## src/rtl/raster_stream_gen.sv

```systemverilog
// -----------------------------------------------------------------------------
// raster_stream_gen
//
// Walks a SCREEN_WIDTH x SCREEN_HEIGHT raster in row-major order. It tells the
// pixel generator which pixel it wants next (cur_x/cur_y/cur_first), takes the
// colours over a valid/ready handshake and packs PPB of them into one output
// beat. Each beat carries SOF/EOL/EOF flags and its coordinates. Beats leave
// through a 2-entry buffer (main + skid), so downstream backpressure never
// loses a pixel. The frame counter and state_dbg are for debug.
//
// Handshake semantics (both the colour input and the beat output):
//   A transfer happens on the rising clk edge where valid && ready are both 1.
//   A producer holding valid must keep its payload stable until the transfer.
//   ready never depends combinationally on valid. in_ready is a function of
//   registered state only. out_valid/out_* come straight from the main register.
//
// Parameters
//   COLOUR_W      bits per pixel colour
//   COORD_W       width of the coordinate outputs; must hold max(W,H)-1
//   SCREEN_WIDTH  pixels per line; must be a multiple of PPB
//   SCREEN_HEIGHT lines per frame
//   PPB           pixels per output beat (1, 2 or 4)
//   FCNT_W        frame counter width
//
// Ports
//   clk, reset    clock; synchronous active-high reset
//   en            frame enable, sampled in IDLE and at the last pixel of a frame
//   cur_x, cur_y  coordinates of the pixel the generator must supply next
//   cur_first     next pixel is (0,0)
//   in_valid      colour_i is valid
//   in_ready      the block accepts colour_i this cycle
//   colour_i      colour for (cur_x, cur_y)
//   out_valid     a beat is presented
//   out_ready     downstream takes the beat
//   out_data      lane k = pixel out_x+k at [k*COLOUR_W +: COLOUR_W]
//   out_x, out_y  coordinates of lane 0 of the beat
//   out_sof       beat holds pixel (0,0)
//   out_eol       beat holds the last pixel of a line
//   out_eof       beat holds the last pixel of the frame
//   frame_done    1-cycle pulse after the EOF beat has been taken downstream
//   frame_count   frames completed (wraps)
//   state_dbg     current FSM state (0 = IDLE, 1 = RUN)
// -----------------------------------------------------------------------------
module raster_stream_gen #(
    parameter int COLOUR_W      = 24,
    parameter int COORD_W       = 16,
    parameter int SCREEN_WIDTH  = 640,
    parameter int SCREEN_HEIGHT = 480,
    parameter int PPB           = 1,
    parameter int FCNT_W        = 16
) (
    input  logic                    clk,
    input  logic                    reset,
    input  logic                    en,
    output logic [COORD_W-1:0]      cur_x,
    output logic [COORD_W-1:0]      cur_y,
    output logic                    cur_first,
    input  logic                    in_valid,
    output logic                    in_ready,
    input  logic [COLOUR_W-1:0]     colour_i,
    output logic                    out_valid,
    input  logic                    out_ready,
    output logic [PPB*COLOUR_W-1:0] out_data,
    output logic [COORD_W-1:0]      out_x,
    output logic [COORD_W-1:0]      out_y,
    output logic                    out_sof,
    output logic                    out_eol,
    output logic                    out_eof,
    output logic                    frame_done,
    output logic [FCNT_W-1:0]       frame_count,
    output logic [0:0]              state_dbg
);

    // -------------------------------------------------------------------------
    // Elaboration-time parameter checks
    // -------------------------------------------------------------------------
    if (PPB != 1 && PPB != 2 && PPB != 4) begin : g_bad_ppb
        $error("raster_stream_gen: PPB must be 1, 2 or 4");
    end
    if ((SCREEN_WIDTH % PPB) != 0) begin : g_bad_width
        $error("raster_stream_gen: SCREEN_WIDTH must be a multiple of PPB");
    end
    if (SCREEN_WIDTH < 1 || SCREEN_HEIGHT < 1) begin : g_bad_size
        $error("raster_stream_gen: raster must be at least 1x1");
    end
    if ((((SCREEN_WIDTH - 1) >> COORD_W) != 0) ||
        (((SCREEN_HEIGHT - 1) >> COORD_W) != 0)) begin : g_bad_coord
        $error("raster_stream_gen: COORD_W too narrow for the raster");
    end

    // -------------------------------------------------------------------------
    // Constants
    // -------------------------------------------------------------------------
    localparam int LANE_W = (PPB > 1) ? $clog2(PPB) : 1;

    localparam logic [0:0] S_IDLE = 1'b0;
    localparam logic [0:0] S_RUN  = 1'b1;

    localparam logic [LANE_W-1:0]  LAST_LANE = LANE_W'(PPB - 1);
    localparam logic [COORD_W-1:0] X_LAST    = COORD_W'(SCREEN_WIDTH - 1);
    localparam logic [COORD_W-1:0] Y_LAST    = COORD_W'(SCREEN_HEIGHT - 1);
    // Lane 0 of a beat sits PPB-1 pixels left of the pixel that completes it.
    localparam logic [COORD_W-1:0] X0_OFF    = COORD_W'(PPB - 1);

    typedef struct packed {
        logic [PPB*COLOUR_W-1:0] data;
        logic [COORD_W-1:0]      x;
        logic [COORD_W-1:0]      y;
        logic                    sof;
        logic                    eol;
        logic                    eof;
    } beat_t;

    // -------------------------------------------------------------------------
    // State
    // -------------------------------------------------------------------------
    logic [0:0]              state;
    logic [LANE_W-1:0]       lane;
    logic [1:0]              count;      // beats held: 0, 1 (main) or 2 (main + skid)
    beat_t                   main_q;
    beat_t                   skid_q;
    beat_t                   new_beat;
    logic [PPB*COLOUR_W-1:0] beat_data;

    logic accept;
    logic push;
    logic pop;
    logic last_pixel;
    logic last_lane;

    // -------------------------------------------------------------------------
    // Handshake decode
    // -------------------------------------------------------------------------
    assign last_lane  = (lane == LAST_LANE);
    assign last_pixel = (cur_x == X_LAST) && (cur_y == Y_LAST);

    // Only the pixel that completes a beat needs buffer space. Earlier lanes go
    // into the pack register, so they are taken even with a full buffer.
    assign in_ready  = (state == S_RUN) && (!last_lane || count != 2'd2);
    assign accept    = in_valid && in_ready;
    assign push      = accept && last_lane;

    assign out_valid = (count != 2'd0);
    assign pop       = out_valid && out_ready;

    // -------------------------------------------------------------------------
    // Lane packing. The final lane is taken straight from colour_i so a beat
    // is pushed in the same cycle as its last pixel is accepted.
    // -------------------------------------------------------------------------
    if (PPB == 1) begin : g_single
        assign beat_data = colour_i;
    end else begin : g_pack
        logic [(PPB-1)*COLOUR_W-1:0] pack_q;

        always_ff @(posedge clk) begin
            if (reset) begin
                pack_q <= '0;
            end else if (accept && !last_lane) begin
                pack_q[int'(lane)*COLOUR_W +: COLOUR_W] <= colour_i;
            end
        end

        assign beat_data = {colour_i, pack_q};
    end

    // Beat assembled at the moment its last pixel is accepted.
    always_comb begin
        new_beat      = '0;
        new_beat.data = beat_data;
        new_beat.x    = cur_x - X0_OFF;
        new_beat.y    = cur_y;
        new_beat.sof  = (new_beat.x == '0) && (cur_y == '0);
        // SCREEN_WIDTH is a multiple of PPB, so the beat ends the line exactly
        // when its last pixel is the last pixel of the line.
        new_beat.eol  = (cur_x == X_LAST);
        new_beat.eof  = (cur_x == X_LAST) && (cur_y == Y_LAST);
    end

    // -------------------------------------------------------------------------
    // FSM and raster position
    // -------------------------------------------------------------------------
    always_ff @(posedge clk) begin
        if (reset) begin
            state     <= S_IDLE;
            cur_x     <= '0;
            cur_y     <= '0;
            cur_first <= 1'b1;
            lane      <= '0;
        end else begin
            case (state)
                S_IDLE: begin
                    if (en) begin
                        state <= S_RUN;
                    end
                end
                S_RUN: begin
                    // Frames are never truncated: en only matters once the
                    // last pixel of the frame has been taken.
                    if (accept && last_pixel && !en) begin
                        state <= S_IDLE;
                    end
                end
                default: state <= S_IDLE;
            endcase

            if (accept) begin
                lane <= last_lane ? '0 : lane + LANE_W'(1);

                if (cur_x == X_LAST) begin
                    cur_x <= '0;
                    if (cur_y == Y_LAST) begin
                        cur_y     <= '0;
                        cur_first <= 1'b1;
                    end else begin
                        cur_y     <= cur_y + COORD_W'(1);
                        cur_first <= 1'b0;
                    end
                end else begin
                    cur_x     <= cur_x + COORD_W'(1);
                    cur_first <= 1'b0;
                end
            end
        end
    end

    // -------------------------------------------------------------------------
    // Two-entry output buffer. main_q drives the outputs, skid_q holds the
    // beat that arrived while main_q was stalled. FIFO order is main, skid.
    // A push into a full buffer cannot occur because in_ready blocks it.
    // -------------------------------------------------------------------------
    always_ff @(posedge clk) begin
        if (reset) begin
            count  <= 2'd0;
            main_q <= '0;
            skid_q <= '0;
        end else begin
            case ({push, pop})
                2'b10: begin
                    if (count == 2'd0) begin
                        main_q <= new_beat;
                        count  <= 2'd1;
                    end else begin
                        skid_q <= new_beat;
                        count  <= 2'd2;
                    end
                end
                2'b01: begin
                    if (count == 2'd2) begin
                        main_q <= skid_q;
                    end
                    count <= count - 2'd1;
                end
                2'b11: begin
                    // Occupancy unchanged; the queue advances by one.
                    if (count == 2'd1) begin
                        main_q <= new_beat;
                    end else begin
                        main_q <= skid_q;
                        skid_q <= new_beat;
                    end
                end
                default: begin
                end
            endcase
        end
    end

    // -------------------------------------------------------------------------
    // Frame completion: counted when the EOF beat leaves the block.
    // -------------------------------------------------------------------------
    always_ff @(posedge clk) begin
        if (reset) begin
            frame_done  <= 1'b0;
            frame_count <= '0;
        end else begin
            frame_done <= pop && main_q.eof;
            if (pop && main_q.eof) begin
                frame_count <= frame_count + FCNT_W'(1);
            end
        end
    end

    // -------------------------------------------------------------------------
    // Outputs
    // -------------------------------------------------------------------------
    assign out_data  = main_q.data;
    assign out_x     = main_q.x;
    assign out_y     = main_q.y;
    assign out_sof   = main_q.sof;
    assign out_eol   = main_q.eol;
    assign out_eof   = main_q.eof;
    assign state_dbg = state;

endmodule

```

## config.mk

```make
export PLATFORM = sky130hd
export DESIGN_NAME = raster_stream_gen
export DESIGN_NICKNAME = d
export VERILOG_FILES = /design/src/rtl/raster_stream_gen.sv
export SDC_FILE = /design/constraint.sdc
export NUM_CORES = 1
export LEC_CHECK = 0
export ABC_AREA = 1
export BUFFER_PORTS_ARGS = -buffer_cell sky130_fd_sc_hd__buf_2
export CAP_MARGIN = 20
export CORE_MARGIN = 5
export CORE_UTILIZATION = 56
export CTS_CLUSTER_DIAMETER = 150
export DETAILED_ROUTE_END_ITERATION = 6
export GPL_ROUTABILITY_DRIVEN = 1
export PLACE_DENSITY_LB_ADDON = 0.3
export SLEW_MARGIN = 20
export SYNTH_ARGS = -nofsm -noshare
export SYNTH_HDL_FRONTEND = slang
export SYNTH_SLANG_ARGS = --single-unit
```

## constraint.sdc

```tcl
create_clock -name clk -period 2.9 [get_ports clk]
set_input_delay 0.58 -clock clk [delete_from_list [all_inputs] [get_ports clk]]
set_output_delay 0.58 -clock clk [all_outputs]
set_load 0.02 [all_outputs]
```

==> results of run 1 <==
[power by group through the flow]
stage                     clock, mW  combinational [mW]  sequential [mW]
final                          2.22                2.87             3.28
after global routing           2.35                3.18             3.34
after CTS                      2.24                2.87             3.27
after detailed placement          0                2.87             3.31
after global placement            0                2.82             3.30
after floorplan                   0                1.55             3.71
[per-layer routing]
metal / GRT usage, % / share of wire [%] / up-vias
li1: - / - / 3774
met1: 33.7 / 46 / 3399
met2: 39.8 / 46 / 244
met3: 4.65 / 6.8 / 26
met4: 7.66 / 1.5 / 0
met5: 0 / 0 / -
[cells in the mapped netlist]
cell type | n | area share, %
ha_1 | 12 | 1.9
nand4_1 | 18 | 1.4
nor2_1 | 85 | 4.0
inv_2 | 18 | 0.85
o21bai_1 | 3 | 0.28
nor4_1 | 1 | 0.079
xor2_1 | 4 | 0.44
nor2_4 | 2 | 0.28
buf_2 | 27 | 1.7
o21ai_0 | 98 | 6.2
buf_1 | 1 | 0.047
inv_1 | 51 | 2.4
nand2_2 | 8 | 0.63
a21oi_1 | 93 | 5.9
o221ai_1 | 1 | 0.11
nand2_1 | 242 | 11
nand2_4 | 1 | 0.14
nor2_2 | 9 | 0.71
nand3_2 | 10 | 1.3
nor3b_1 | 1 | 0.095
clkbuf_1 | 32 | 1.5
nor2_8 | 1 | 0.25
dfxtp_1 | 171 | 43
buf_4 | 38 | 3.6
o21ai_1 | 14 | 0.89
a31oi_1 | 59 | 4.7
nand3_1 | 80 | 5.1
nor3_1 | 11 | 0.70
[flip-flops by register name (all words and copies together) (netlist names), 2 cells and up]
signal and flops:
count 2, cur_x 16, cur_y 16, out_y 16, out_data 24, frame_count 16
out_x 16, skid_q 59
[cells by family (layout without fill, tap and decap cells)]
family / after synthesis / after routing / synth area share [%]
simple gates: 469 / 469 / 26.2
compound gates: 268 / 268 / 18.0
flops: 171 / 171 / 43.3
buf+inv: 167 / 254 / 10.2
fa+ha+maj: 12 / 12 / 1.90
xor+xnor: 4 / 4 / 0.443
[final timing paths]
path                             endpoint  cells after the start  slack (ns)
worst max-delay path            skid_q[0]                     14        0.42
worst min-delay path            state_dbg                      3        0.36
worst max register to register  skid_q[0]                     14        0.42
worst min register to register  skid_q[1]                      2        0.46
[per-stage QoR]
step,power (mW),instances,cell area (sq um)
2_1_floorplan,5.27,1091,7910
6_report,8.37,1358,9030
3_3_place_gp,6.12,1328,8470
3_5_place_dp,6.18,1328,8470
4_1_cts,8.39,1358,9030
5_1_grt,8.86,1358,9030
[worst reg2reg max path, cell delays in order, from the launching register on]
cell	delay (ns)
dfxtp_1	0.35
inv_1	0.08
ha_1	0.22
nor2_2	0.13
nand2_1	0.12
inv_2	0.23
ha_1	0.26
nand2_1	0.07
nand2_1	0.08
nand2_2	0.06
inv_2	0.31
buf_12	0.25
nand2_1	0.09
o21ai_1	0.08
nor2_1	0.05
[final cells by class]
class,count,area [sq um],share of cell area [%]
Sequential cell,171,3420,37.9
Multi-Input combinational cell,753,3690,40.9
Tap cell,180,225,2.49
Timing Repair Buffer,155,863,9.56
Clock buffer,23,478,5.29
Inverter,69,259,2.87
Clock inverter,7,91.3,1.01
==> flow_summary.ini, run 1 <==
[run_status]
status = finished clean

[floorplan]
design.core.area_sq_um = 13900
die_x_microns = 129
row_count = 43
dieArea_sq_um = 16600
die_y_microns = 129
ios = 141
start_util_pct = 57.0

[global_route]
gr-total-overflow = 0
grt_use_total_pct = 24.7
grt_max_degree = 86
grt_pass1_wl_microns = 33600
antenna_found_initial = 0
grt_pass1_vias = 6947

[cells_and_area]
n_antenna_cell = 0
layout_commonest_cell = nand2_1
final_cell_mix = nand2_1, dfxtp_1, buf_2, o21ai_0, a21oi_1
fin_nets = 1208
drive_gt1_share_pct = 19.8
area_growth_pct = 14.3
nFillCells = 1283
fin_util_pct = 65.1

[min_path]
min_path_type = in -> reg
min_from = en

[power]
sequentialPowerShare_pct = 39.2
power_density_nw_per_um2 = 926
swShare_pct = 38.3
p_sw_mw = 3.20
power.leakage_nw = 3.73
ir_worst_vdd_uv = 503
intPower_mw = 5.16
comb_power_share_pct = 34.3
clkPwrFrac_pct = 26.6

[setup_path]
setup.worst_path.start_class = flop
crit_arrival_ns = 2.78
critPathTopFamily = buffers and inverters
crit_start = count[0]
crit_buf_inv = 4
cpMostUsedCell = nand2_1
crit_type = reg -> reg
path_max_fanout = 40
cp_data_required_time_ns = 3.20
endpoint_kind = flop
r2r-start = count[0]
crit_chain = inv_1, ha_1, nor2_2, nand2_1, inv_2, ha_1, nand2_1, nand2_1, nand2_2, inv_2, buf_12, nand2_1, o21ai_1, nor2_1
critPathSlowestCell = dfxtp_1
slowest_delay_ns = 0.35

[clock_tree]
clk_pin_slew_ns = 0.06
h-tree-depth = 4
clkSinkCount = 171
cts_tree = built
clk_latency_ns = 0.42
clk_root_buffer_cell = clkbuf_16
holdBufCountCts = 0
cts_resized = 0
numCtsBuffers = 17
post_cts_buffers = 0
clock_path_buffers = 2

[synth]
ys_types = 28
avgSynthCellArea_sq_um = 7.25
synth_area_sq_um = 7910
syn-num-nets = 1132
yosysWarnings = 0
ys_seq_elements = 171
syn_inst = 1091
yosysSeqAreaShare_pct = 43.3

[sta]
tns_ns = 0
rsz0062_at_grt = false
setup_viol = 0
final.setup.worst_slack_ns = 0.424
finalHoldViolCount = 0
period_needed_ns = 2.48
tightest_slew_ns = 0.573
clock_skew_ns = 0.0106
drv_slew = 0
relSlewSlack_pct = 61.8
finalCritPeriodShare_pct = 85.4
fmax_mhz = 404
whs_ns = 0.356

[route]
final_antenna_net_count = 0
drt-initial-drc-count = 650
viasPerCell = 5.48
wl_per_cell_microns = 14.9
firstDrtPassIters = 5
vias = 7443
drt-total-wl_microns = 20200
drc = 0

[placement]
routabilityCongestion = 0.869
dpl.hpwl_microns = 13500
dp_slack_ns = 0.461
port_buffers = 140

[flow_run]
cap_violations = 0
(Power assumes the default switching activity.)
==> inputs of run 2 (changes only) <==
CTS_CLUSTER_SIZE = 8   (was default)
PLACE_DENSITY_LB_ADDON = 0.05   (was 0.3)
==> flow_summary.ini, run 2 (synthesis gave the netlist of run 1 again) <==
[run_status]
status = finished clean

[cells_and_area]
drive_gt1_share_pct = 20.3
n_antenna_cell = 0
area_growth_pct = 14.9
regMostFlops = skid_q
layout_commonest_cell = nand2_1
final_cells = 1363
final_area_sq_um = 9090
final_cell_mix = nand2_1, dfxtp_1, buf_2, o21ai_0, a21oi_1
largest_register_ffs = 59
fin_nets = 1211

[min_path]
min_from = en
holdPathStages = 3
holdPathEnd = state_dbg
min_path_type = in -> reg

[global_route]
gr-total-overflow = 0
antenna_found_initial = 0
grt_max_degree = 79
grt_pass1_wl_microns = 34100
grt_pass1_vias = 6786
grt_use_total_pct = 25.0

[sta]
setup_viol = 0
tightest_slew_ns = 0.632
relSlewSlack_pct = 57.8
tns_ns = 0
rsz0062_at_grt = false
whs_ns = 0.348
finalHoldViolCount = 0
fmax_mhz = 407
period_needed_ns = 2.46
drv_slew = 0
finalCritPeriodShare_pct = 84.7
clock_skew_ns = 0.00910

[floorplan]
start_util_pct = 57.0
dieArea_sq_um = 16600
design.core.area_sq_um = 13900
die_y_microns = 129
ios = 141
row_count = 43
die_x_microns = 129

[power]
comb_power_share_pct = 34.6
p_sw_mw = 3.27
clkPwrFrac_pct = 27.0
power_density_nw_per_um2 = 933
intPower_mw = 5.21
power.leakage_nw = 3.75
sequentialPowerShare_pct = 38.4
ir_worst_vdd_uv = 664
swShare_pct = 38.5

[flow_run]
cap_violations = 0

[clock_tree]
numCtsBuffers = 17
clk_latency_ns = 0.43
clk_root_buffer_cell = clkbuf_16
cts_tree = built
clock_path_buffers = 2
holdBufCountCts = 0
h-tree-depth = 4
clk_pin_slew_ns = 0.06
clkSinkCount = 171
post_cts_buffers = 0
cts_resized = 0

[setup_path]
r2r-start = count[0]
r2r.worst_path.cells = 13
crit_arrival_ns = 2.81
endpoint_kind = flop
setup.worst_path.start_class = flop
cp_data_required_time_ns = 3.25
path_max_fanout = 27
crit_chain = inv_1, ha_1, nor2_2, nand2_1, inv_2, ha_1, nand2_1, nand2_1, nand2_2, inv_2, buf_4, nand2_1, a21oi_1
slowest_delay_ns = 0.37
critPathSlowestCell = buf_4
rr_endpoint = skid_q[53]
crit_type = reg -> reg
cpMostUsedCell = nand2_1
reg2reg_setup_slack_ns = 0.44

[placement]
placed_cells_incl_taps = 1331
placed_cell_area_sq_um = 8490
port_buffers = 140
dpl.hpwl_microns = 13600
routabilityCongestion = 0.854

[route]
drc = 0
vias = 7549
firstDrtPassIters = 5
wl_per_cell_microns = 15.3
final_antenna_net_count = 0
drt-initial-drc-count = 688
viasPerCell = 5.54
drt-total-wl_microns = 20800
run 2: cell types whose count changed in the layout (fill, tap and decap cells not counted), sizes merged:
cell | previous run | this run
buf | 155 | 158
clkinvlp | 1 | 3
clkbuf | 23 | 22
clkinv | 4 | 5
run 2: stage by stage:
step                      setup WS (ns)  power [mW]  util (%)
final                             0.443        8.48      65.5
after CTS                         0.443        8.51      65.5
after floorplan                   0.548        5.27         -
after detailed placement          0.459        6.22      61.2
after global routing              0.180        8.95      65.5
after global placement            0.610        6.18      61.2
run 2: worst max-delay path: cells and delay by family (launching register included):
family / cells / cell delay [ns]
AOI/OAI and AO/OA: 1 / 0.13
DFF: 1 / 0.35
and+or+nand+nor: 6 / 0.59
buffers and inverters: 4 / 0.91
adders and majority gates: 2 / 0.39
run 2: worst max-delay path by stage:
stage | from | to | cells after the start | slack [ns]
floorplan | count[0] | out_data[22] | 14 | 0.55
global placement | count[0] | skid_q[46] | 13 | 0.61
detailed placement | count[0] | skid_q[53] | 13 | 0.46
CTS | count[0] | skid_q[53] | 13 | 0.44
global route | count[0] | skid_q[58] | 13 | 0.18
finish | count[0] | skid_q[53] | 13 | 0.44
run 2: power groups by stage:
stage	Clock [mW]	Sequential [mW]	Combinational, mW
after floorplan	0	3.71	1.55
after global placement	0	3.29	2.89
after global routing	2.43	3.32	3.20
after CTS	2.32	3.26	2.94
final	2.29	3.26	2.93
after detailed placement	0	3.30	2.93
run 2: cell type report:
cell class,count,area (sq um)
clock buffer,22,484
clock inverter,10,115
fill,1304,4790
inverter,69,259
multi-input combinational,753,3690
sequential,171,3420
tap,180,225
timing repair buffer,158,886
run 2: layer usage:
metal,GRT usage [%],up-vias,wire (microns)
met5,0,-,0
met4,8.03,0,348
met3,4.57,27,1100
met2,39.7,214,9690
met1,34.7,3512,9690
li1,-,3796,-
